===== src/rtl/mips_pkg.sv =====
// Shared definitions for the multi-cycle MIPS core: opcode/funct values,
// controller state encoding, datapath mux encodings and instruction-class decode.
package mips_pkg;

    // Primary opcodes (IR[31:26])
    localparam logic [5:0] OP_RTYPE = 6'h00;
    localparam logic [5:0] OP_J     = 6'h02;
    localparam logic [5:0] OP_JAL   = 6'h03;
    localparam logic [5:0] OP_BEQ   = 6'h04;
    localparam logic [5:0] OP_ORI   = 6'h0d;
    localparam logic [5:0] OP_LUI   = 6'h0f;
    localparam logic [5:0] OP_LW    = 6'h23;
    localparam logic [5:0] OP_SW    = 6'h2b;

    // R-type function codes (IR[5:0])
    localparam logic [5:0] FN_SLL   = 6'h00;
    localparam logic [5:0] FN_JR    = 6'h08;
    localparam logic [5:0] FN_MFHI  = 6'h10;
    localparam logic [5:0] FN_MTHI  = 6'h11;
    localparam logic [5:0] FN_MFLO  = 6'h12;
    localparam logic [5:0] FN_MTLO  = 6'h13;
    localparam logic [5:0] FN_MULT  = 6'h18;
    localparam logic [5:0] FN_MULTU = 6'h19;
    localparam logic [5:0] FN_DIV   = 6'h1a;
    localparam logic [5:0] FN_DIVU  = 6'h1b;
    localparam logic [5:0] FN_ADDU  = 6'h21;
    localparam logic [5:0] FN_SUBU  = 6'h23;

    // Controller states; the numeric values are visible on the debug port
    typedef enum logic [2:0] {
        S_FETCH    = 3'd0,
        S_DECODE   = 3'd1,
        S_EXEC     = 3'd2,
        S_MEM      = 3'd3,
        S_WB       = 3'd4,
        S_MDU_WAIT = 3'd5
    } state_e;

    // Next-PC source
    localparam logic [1:0] PC_PLUS4  = 2'd0;
    localparam logic [1:0] PC_BRANCH = 2'd1;
    localparam logic [1:0] PC_JUMP   = 2'd2;
    localparam logic [1:0] PC_REG    = 2'd3;

    // Register file write address source
    localparam logic [1:0] ASEL_RT = 2'd0;
    localparam logic [1:0] ASEL_RD = 2'd1;
    localparam logic [1:0] ASEL_RA = 2'd2;

    // Register file write data source
    localparam logic [1:0] DSEL_ALU  = 2'd0;
    localparam logic [1:0] DSEL_DM   = 2'd1;
    localparam logic [1:0] DSEL_PC4  = 2'd2;
    localparam logic [1:0] DSEL_HILO = 2'd3;

    // Immediate extension
    localparam logic [1:0] EXT_ZERO = 2'd0;
    localparam logic [1:0] EXT_SIGN = 2'd1;
    localparam logic [1:0] EXT_LUI  = 2'd2;

    // ALU operation
    localparam logic [2:0] ALU_ADD = 3'd0;
    localparam logic [2:0] ALU_SUB = 3'd1;
    localparam logic [2:0] ALU_OR  = 3'd2;

    // Width of the MDU busy down-counter (holds DIV_CYC comfortably)
    localparam int MDU_CNT_W = 8;

    // Instruction classes: instructions that sequence identically share a class
    typedef enum logic [3:0] {
        I_NOP, I_ADDU, I_SUBU, I_ORI, I_LUI, I_LW, I_SW, I_BEQ,
        I_J, I_JAL, I_JR, I_MULT, I_DIV, I_MFHL, I_MTHL
    } instr_e;

    // Map op/funct onto a class; anything unrecognised (and sll) behaves as nop
    function automatic instr_e decode_instr(input logic [5:0] op, input logic [5:0] funct);
        instr_e c;
        c = I_NOP;
        case (op)
            OP_RTYPE: begin
                case (funct)
                    FN_ADDU:             c = I_ADDU;
                    FN_SUBU:             c = I_SUBU;
                    FN_JR:               c = I_JR;
                    FN_MULT, FN_MULTU:   c = I_MULT;
                    FN_DIV, FN_DIVU:     c = I_DIV;
                    FN_MFHI, FN_MFLO:    c = I_MFHL;
                    FN_MTHI, FN_MTLO:    c = I_MTHL;
                    default:             c = I_NOP;
                endcase
            end
            OP_J:    c = I_J;
            OP_JAL:  c = I_JAL;
            OP_BEQ:  c = I_BEQ;
            OP_ORI:  c = I_ORI;
            OP_LUI:  c = I_LUI;
            OP_LW:   c = I_LW;
            OP_SW:   c = I_SW;
            default: c = I_NOP;
        endcase
        return c;
    endfunction

endpackage


===== src/rtl/mc_mdu_timer.sv =====
// Busy down-counter for the multiply/divide unit. A load pulse sets the
// number of busy cycles; busy stays high until the count drains to zero.
module mc_mdu_timer
    import mips_pkg::*;
(
    input  logic                 clk,
    input  logic                 reset,
    input  logic                 load,
    input  logic [MDU_CNT_W-1:0] load_val,
    output logic                 busy
);

    logic [MDU_CNT_W-1:0] count;

    // Load on start, otherwise count down one per cycle until empty
    always_ff @(posedge clk) begin
        if (reset) begin
            count <= '0;
        end else if (load) begin
            count <= load_val;
        end else if (count != '0) begin
            count <= count - 1'b1;
        end
    end

    assign busy = (count != '0);

endmodule


===== src/rtl/mc_ctrl.sv =====
// Multi-cycle main controller: steps one instruction at a time through
// FETCH/DECODE/EXEC/MEM/WB and drives the datapath mux selects and write enables.
// Optional multiply/divide sequencing is enabled by defining MC_CTRL_MDU_EN;
// without it the MDU opcodes behave as nop and mdu_start/busy stay 0.
module mc_ctrl
    import mips_pkg::*;
#(
    parameter int MULT_CYC = 5,
    parameter int DIV_CYC  = 10
) (
    input  logic       clk,
    input  logic       reset,
    input  logic [5:0] op,
    input  logic [5:0] funct,
    input  logic       zero,
    output logic       pc_we,
    output logic [1:0] pc_sel,
    output logic       ir_we,
    output logic       grf_we,
    output logic [1:0] grf_asel,
    output logic [1:0] grf_dsel,
    output logic       alu_srcb,
    output logic [1:0] ext_op,
    output logic [2:0] alu_op,
    output logic       dm_we,
    output logic       mdu_start,
    output logic       busy,
    output logic [2:0] state
);

    state_e cur_state;
    state_e nxt_state;
    instr_e cls;
    logic   mdu_busy;

    // Classify the instruction in IR; MDU classes collapse to nop when the unit is absent
    always_comb begin
        cls = decode_instr(op, funct);
`ifndef MC_CTRL_MDU_EN
        if (cls inside {I_MULT, I_DIV, I_MFHL, I_MTHL}) begin
            cls = I_NOP;
        end
`endif
    end

`ifdef MC_CTRL_MDU_EN
    logic [MDU_CNT_W-1:0] mdu_load_val;

    assign mdu_load_val = (cls == I_DIV) ? MDU_CNT_W'(DIV_CYC) : MDU_CNT_W'(MULT_CYC);

    mc_mdu_timer u_mdu_timer (
        .clk      (clk),
        .reset    (reset),
        .load     (mdu_start),
        .load_val (mdu_load_val),
        .busy     (mdu_busy)
    );
`else
    logic unused_cfg;

    assign unused_cfg = (MULT_CYC != 0) ^ (DIV_CYC != 0);
    assign mdu_busy   = 1'b0;
`endif

    // State register; reset returns to FETCH, abandoning any instruction in flight
    always_ff @(posedge clk) begin
        if (reset) begin
            cur_state <= S_FETCH;
        end else begin
            cur_state <= nxt_state;
        end
    end

    // Next-state selection from the current state and instruction class
    always_comb begin
        nxt_state = S_FETCH;
        case (cur_state)
            S_FETCH: nxt_state = S_DECODE;
            S_DECODE: begin
                case (cls)
                    I_J, I_JAL, I_JR, I_NOP:      nxt_state = S_FETCH;
                    I_MULT, I_DIV, I_MFHL, I_MTHL: nxt_state = mdu_busy ? S_MDU_WAIT : S_EXEC;
                    default:                      nxt_state = S_EXEC;
                endcase
            end
            S_EXEC: begin
                case (cls)
                    I_ADDU, I_SUBU, I_ORI, I_LUI, I_MFHL: nxt_state = S_WB;
                    I_LW, I_SW:                          nxt_state = S_MEM;
                    default:                             nxt_state = S_FETCH;
                endcase
            end
            S_MEM:      nxt_state = (cls == I_LW) ? S_WB : S_FETCH;
            S_WB:       nxt_state = S_FETCH;
            S_MDU_WAIT: nxt_state = mdu_busy ? S_MDU_WAIT : S_EXEC;
            default:    nxt_state = S_FETCH;
        endcase
    end

    // Datapath controls; ALU/ext settings persist from EXEC through WB, writes are masked in reset
    always_comb begin
        pc_we     = 1'b0;
        pc_sel    = PC_PLUS4;
        ir_we     = 1'b0;
        grf_we    = 1'b0;
        grf_asel  = ASEL_RT;
        grf_dsel  = DSEL_ALU;
        alu_srcb  = 1'b0;
        ext_op    = EXT_ZERO;
        alu_op    = ALU_ADD;
        dm_we     = 1'b0;
        mdu_start = 1'b0;
        case (cur_state)
            S_FETCH: begin
                ir_we  = 1'b1;
                pc_we  = 1'b1;
                pc_sel = PC_PLUS4;
            end
            S_DECODE: begin
                case (cls)
                    I_J: begin
                        pc_we  = 1'b1;
                        pc_sel = PC_JUMP;
                    end
                    I_JAL: begin
                        pc_we    = 1'b1;
                        pc_sel   = PC_JUMP;
                        grf_we   = 1'b1;
                        grf_asel = ASEL_RA;
                        grf_dsel = DSEL_PC4;
                    end
                    I_JR: begin
                        pc_we  = 1'b1;
                        pc_sel = PC_REG;
                    end
                    default: ;
                endcase
            end
            S_EXEC, S_MEM, S_WB: begin
                case (cls)
                    I_SUBU, I_BEQ: alu_op = ALU_SUB;
                    I_ORI: begin
                        alu_op   = ALU_OR;
                        alu_srcb = 1'b1;
                        ext_op   = EXT_ZERO;
                    end
                    I_LUI: begin
                        alu_op   = ALU_OR;
                        alu_srcb = 1'b1;
                        ext_op   = EXT_LUI;
                    end
                    I_LW, I_SW: begin
                        alu_op   = ALU_ADD;
                        alu_srcb = 1'b1;
                        ext_op   = EXT_SIGN;
                    end
                    default: ;
                endcase
                if (cur_state == S_EXEC) begin
                    if (cls == I_BEQ) begin
                        pc_we  = zero;
                        pc_sel = PC_BRANCH;
                    end
                    if (cls == I_MULT || cls == I_DIV) begin
                        mdu_start = 1'b1;
                    end
                end
                if (cur_state == S_MEM && cls == I_SW) begin
                    dm_we = 1'b1;
                end
                if (cur_state == S_WB) begin
                    case (cls)
                        I_ADDU, I_SUBU: begin
                            grf_we   = 1'b1;
                            grf_asel = ASEL_RD;
                            grf_dsel = DSEL_ALU;
                        end
                        I_ORI, I_LUI: begin
                            grf_we   = 1'b1;
                            grf_asel = ASEL_RT;
                            grf_dsel = DSEL_ALU;
                        end
                        I_LW: begin
                            grf_we   = 1'b1;
                            grf_asel = ASEL_RT;
                            grf_dsel = DSEL_DM;
                        end
                        I_MFHL: begin
                            grf_we   = 1'b1;
                            grf_asel = ASEL_RD;
                            grf_dsel = DSEL_HILO;
                        end
                        default: ;
                    endcase
                end
            end
            default: ;
        endcase
        if (reset) begin
            pc_we     = 1'b0;
            ir_we     = 1'b0;
            grf_we    = 1'b0;
            dm_we     = 1'b0;
            mdu_start = 1'b0;
        end
    end

    assign busy  = mdu_busy & ~reset;
    assign state = cur_state;

endmodule


===== config.mk =====
export PLATFORM = sky130hd
export DESIGN_NAME = mc_ctrl
export DESIGN_NICKNAME = d
export VERILOG_FILES = /design/src/rtl/mips_pkg.sv /design/src/rtl/mc_mdu_timer.sv /design/src/rtl/mc_ctrl.sv
export SDC_FILE = /design/constraint.sdc
export NUM_CORES = 1
export LEC_CHECK = 0
export CAP_MARGIN = 20
export CORE_MARGIN = 10
export CORE_UTILIZATION = 30
export DETAILED_ROUTE_END_ITERATION = 6
export GPL_ROUTABILITY_DRIVEN = 0
export GPL_TIMING_DRIVEN = 1
export SETUP_SLACK_MARGIN = 0.5
export SYNTH_ARGS = -nofsm -noshare
export SYNTH_HDL_FRONTEND = slang
export SYNTH_SLANG_ARGS = --single-unit

===== constraint.sdc =====
create_clock -name clk -period 6.8 [get_ports clk]
set_input_delay 2.04 -clock clk [delete_from_list [all_inputs] [get_ports clk]]
set_output_delay 2.04 -clock clk [all_outputs]
set_load 0.05 [all_outputs]

==> results.sh <==
export IMPL_io_pins=36
export IMPL_die_area_um2=4627
export IMPL_clk_pin_slew_ns=0.04
export IMPL_fin_crit_ns=6.159
export IMPL_synth_edf_count=0
export IMPL_numCtsBuffers=3
export IMPL_cts_sinks=3
export IMPL_ir_worst_vdd_mv=0.08566
export IMPL_grt_antenna_before_repair=0
export IMPL_final_hold_viol_count=0
export IMPL_final_setup_viol_count=0
export IMPL_netlist_area_um2=691.9
export IMPL_areaGrowthSynthToFinish_pct=61.66
export IMPL_yosys_warnings=0
export IMPL_h_tree_depth=1
export IMPL_cts_tree="done"
export IMPL_clock_latency_ns=0.23
export IMPL_place_ws_ns=0.4502
export IMPL_min_period_over_period_pct=90.57
export IMPL_rows=17
export IMPL_dp_hpwl_mm=1.855
export IMPL_fin_tns_setup_ns=0
export IMPL_hold_buffers=0
export IMPL_leakage_nw=0.4922
export IMPL_grt_usage_pct=10.05
export IMPL_die_h_um=68.03
export IMPL_ant_nets=0
export IMPL_worstMarginPinSlew_ns=0.5153
export IMPL_drc=0
export IMPL_critPathKind="in -> out"
export IMPL_clock_skew_ns=0.002232
export IMPL_layout_drive_gt1_share_pct=22.31
export IMPL_avgSynthCellArea_um2=6.989
export IMPL_grt_pass1_vias=817
export IMPL_drt_initial_drc_count=43
export IMPL_cp_max_fo=6
export IMPL_grt_max_degree=13
export IMPL_powerDensity_nw_per_um2=88.36
export IMPL_grt_pass1_wl_mm=3.739
export IMPL_synth_seq_cells=3
export IMPL_maxSlewHeadroom_pct=65.54
export IMPL_largest_reg_flops=3
export IMPL_syn_inst=99
export IMPL_nNetsFinal=146
export IMPL_vias=844
export IMPL_routedWlPerCell_um=14.61
export IMPL_port_buffer_count=32
export IMPL_end_kind="output port"
export IMPL_initial_core_util_pct=31.28
export IMPL_viasPerCell=5.342
export IMPL_wirelength_mm=2.309
export IMPL_worstPathArrival_ns=4.12
export IMPL_cts_root_buf="clkbuf_4"
export IMPL_clock_path_buffers=2
export IMPL_grt_overflow_total=0
export IMPL_final_max_slew_violation_count=0
export IMPL_design_core_area_um2=2212
export IMPL_async_flop_share_pct=0
export IMPL_synthFlopType="dfxtp_1"
export IMPL_setup_ws_ns=0.6413
export IMPL_cp_cell_sequence="clkdlybuf4s50_1 > nor4b_2 > o311ai_2 > inv_1 > a21oi_4 > nor2b_4 > o21ai_2 > a211oi_2 > clkbuf_16"
export IMPL_final_core_util_pct=50.57
export IMPL_max_cap_viol_count=0
export IMPL_yosysSeqAreaShare_pct=8.680
export IMPL_drt_pass1_iterations=4
export IMPL_critical_path_required_ns=4.76
export IMPL_fmax_ghz=0.1624
export IMPL_die_x_um=68.03
export IMPL_crit_path_max_incr_delay_ns=0.61
export IMPL_outcome="completed"
export IMPL_grt_setup_unrepaired="false"
export IMPL_post_cts_buffers=0
export IMPL_crit_slowest_cell="clkdlybuf4s50_1"
export IMPL_diodes=0
export IMPL_hold_path_class="reg -> reg"
export IMPL_startpoint_type="primary input"
export IMPL_ys_types=51
==> area by class of cell <==
cell class	count	area [um2]
Tap cell	28	35.03
Sequential cell	3	60.06
Inverter	4	15.01
Multi-Input combinational cell	87	616.8
Clock buffer	4	26.28
Timing Repair Buffer	32	365.4
Fill cell	223	1094
==> critical path, delay by kind of cell <==
family | cells | cell delay, ns
simple gates | 2 | 0.28
buf+inv | 3 | 0.93
compound gates | 4 | 0.84
==> Yosys cell counts, types with 2 or more instances <==
master / n / area [um2]
nand3_1: 4 / 20.02
nor3b_1: 2 / 15.01
inv_1: 4 / 15.01
dfxtp_1: 3 / 60.06
nor2_1: 9 / 33.78
a21oi_1: 6 / 30.03
nand4_1: 2 / 12.51
nor3_1: 7 / 35.03
buf_2: 2 / 10.01
nand2b_1: 2 / 12.51
o21ai_0: 3 / 15.01
nor2b_1: 4 / 25.02
nand2_1: 8 / 30.03
and2_1: 3 / 18.77
buf_4: 4 / 30.03
==> repair_timing <==
item | CTS | global route
pin swaps | 0 | 3
endpoints found under the setup margin | 4 | 10
resized for setup | 2 | 20
==> power breakdown <==
| part | internal [mW] | switching, mW | total [mW] |
|---|---|---|---|
| clock network | 0.0220 | 0.00900 | 0.0310 |
| logic | 0.0192 | 0.0286 | 0.0477 |
| registers | 0.0184 | 0.00170 | 0.0201 |
| total | 0.0596 | 0.0393 | 0.0988 |
==> final timing paths <==
path | depth (start not counted) | slack [ns] | from | endpoint
worst min-delay path | 1 | 0.64 | state[1] | state[0]
worst max-delay path | 9 | 0.64 | funct[1] | grf_we
worst max register to register | 2 | 5.67 | state[0] | state[2]
worst min register to register | 1 | 0.64 | state[1] | state[0]
==> cells by family (layout without fill, tap and decap cells) <==
group	after synthesis	in the layout	share of synthesized area [%]
flip-flops	3	3	8.680
buffers and inverters	11	40	8.498
other	1	3	0.5420
XOR/XNOR	1	1	1.266
multiplexers	1	1	1.447
AO/OA/AOI/OAI	29	29	32.73
AND/OR/NAND/NOR	53	53	46.84
==> metal layers <==
| metal | vias to the layer above | GRT usage, % | wire length [um] |
|---|---|---|---|
| li1 | 430 | - | - |
| met1 | 393 | 12.63 | 996 |
| met2 | 21 | 16.16 | 1187 |
| met3 | 0 | 2.447 | 125 |
| met4 | 0 | 3.769 | 0 |
| met5 | - | 0 | 0 |
==> placed cells by master (no fill, tap or decap), types with 3 or more instances in the layout <==
master and instances:
and2_1 3, nor2_1 9, nor3_1 6, nand2_1 8, conb_1 3, inv_1 4, nor2b_1 3, buf_4 5
clkdlybuf4s50_1 12, nand3_1 4, clkbuf_4 3, a21oi_1 6, dfxtp_1 3, dlymetal6s2s_1 10
==> metrics by stage <==
| stage | hold slack, ns | instances | power (mW) | cell area [um2] |
|---|---|---|---|---|
| after floorplan | 0.8349 | 101 | 0.04968 | 704.4 |
| final | 0.6441 | 158 | 0.09883 | 1119 |
| after CTS | 0.6457 | 158 | 0.09946 | 1057 |
| after detailed placement | 0.6394 | 154 | 0.06735 | 1033 |
| after global placement | 0.6171 | 154 | 0.06736 | 1033 |
| after global routing | 0.6814 | 158 | 0.1066 | 1119 |
Note: power is estimated with default switching activity, not from simulation.
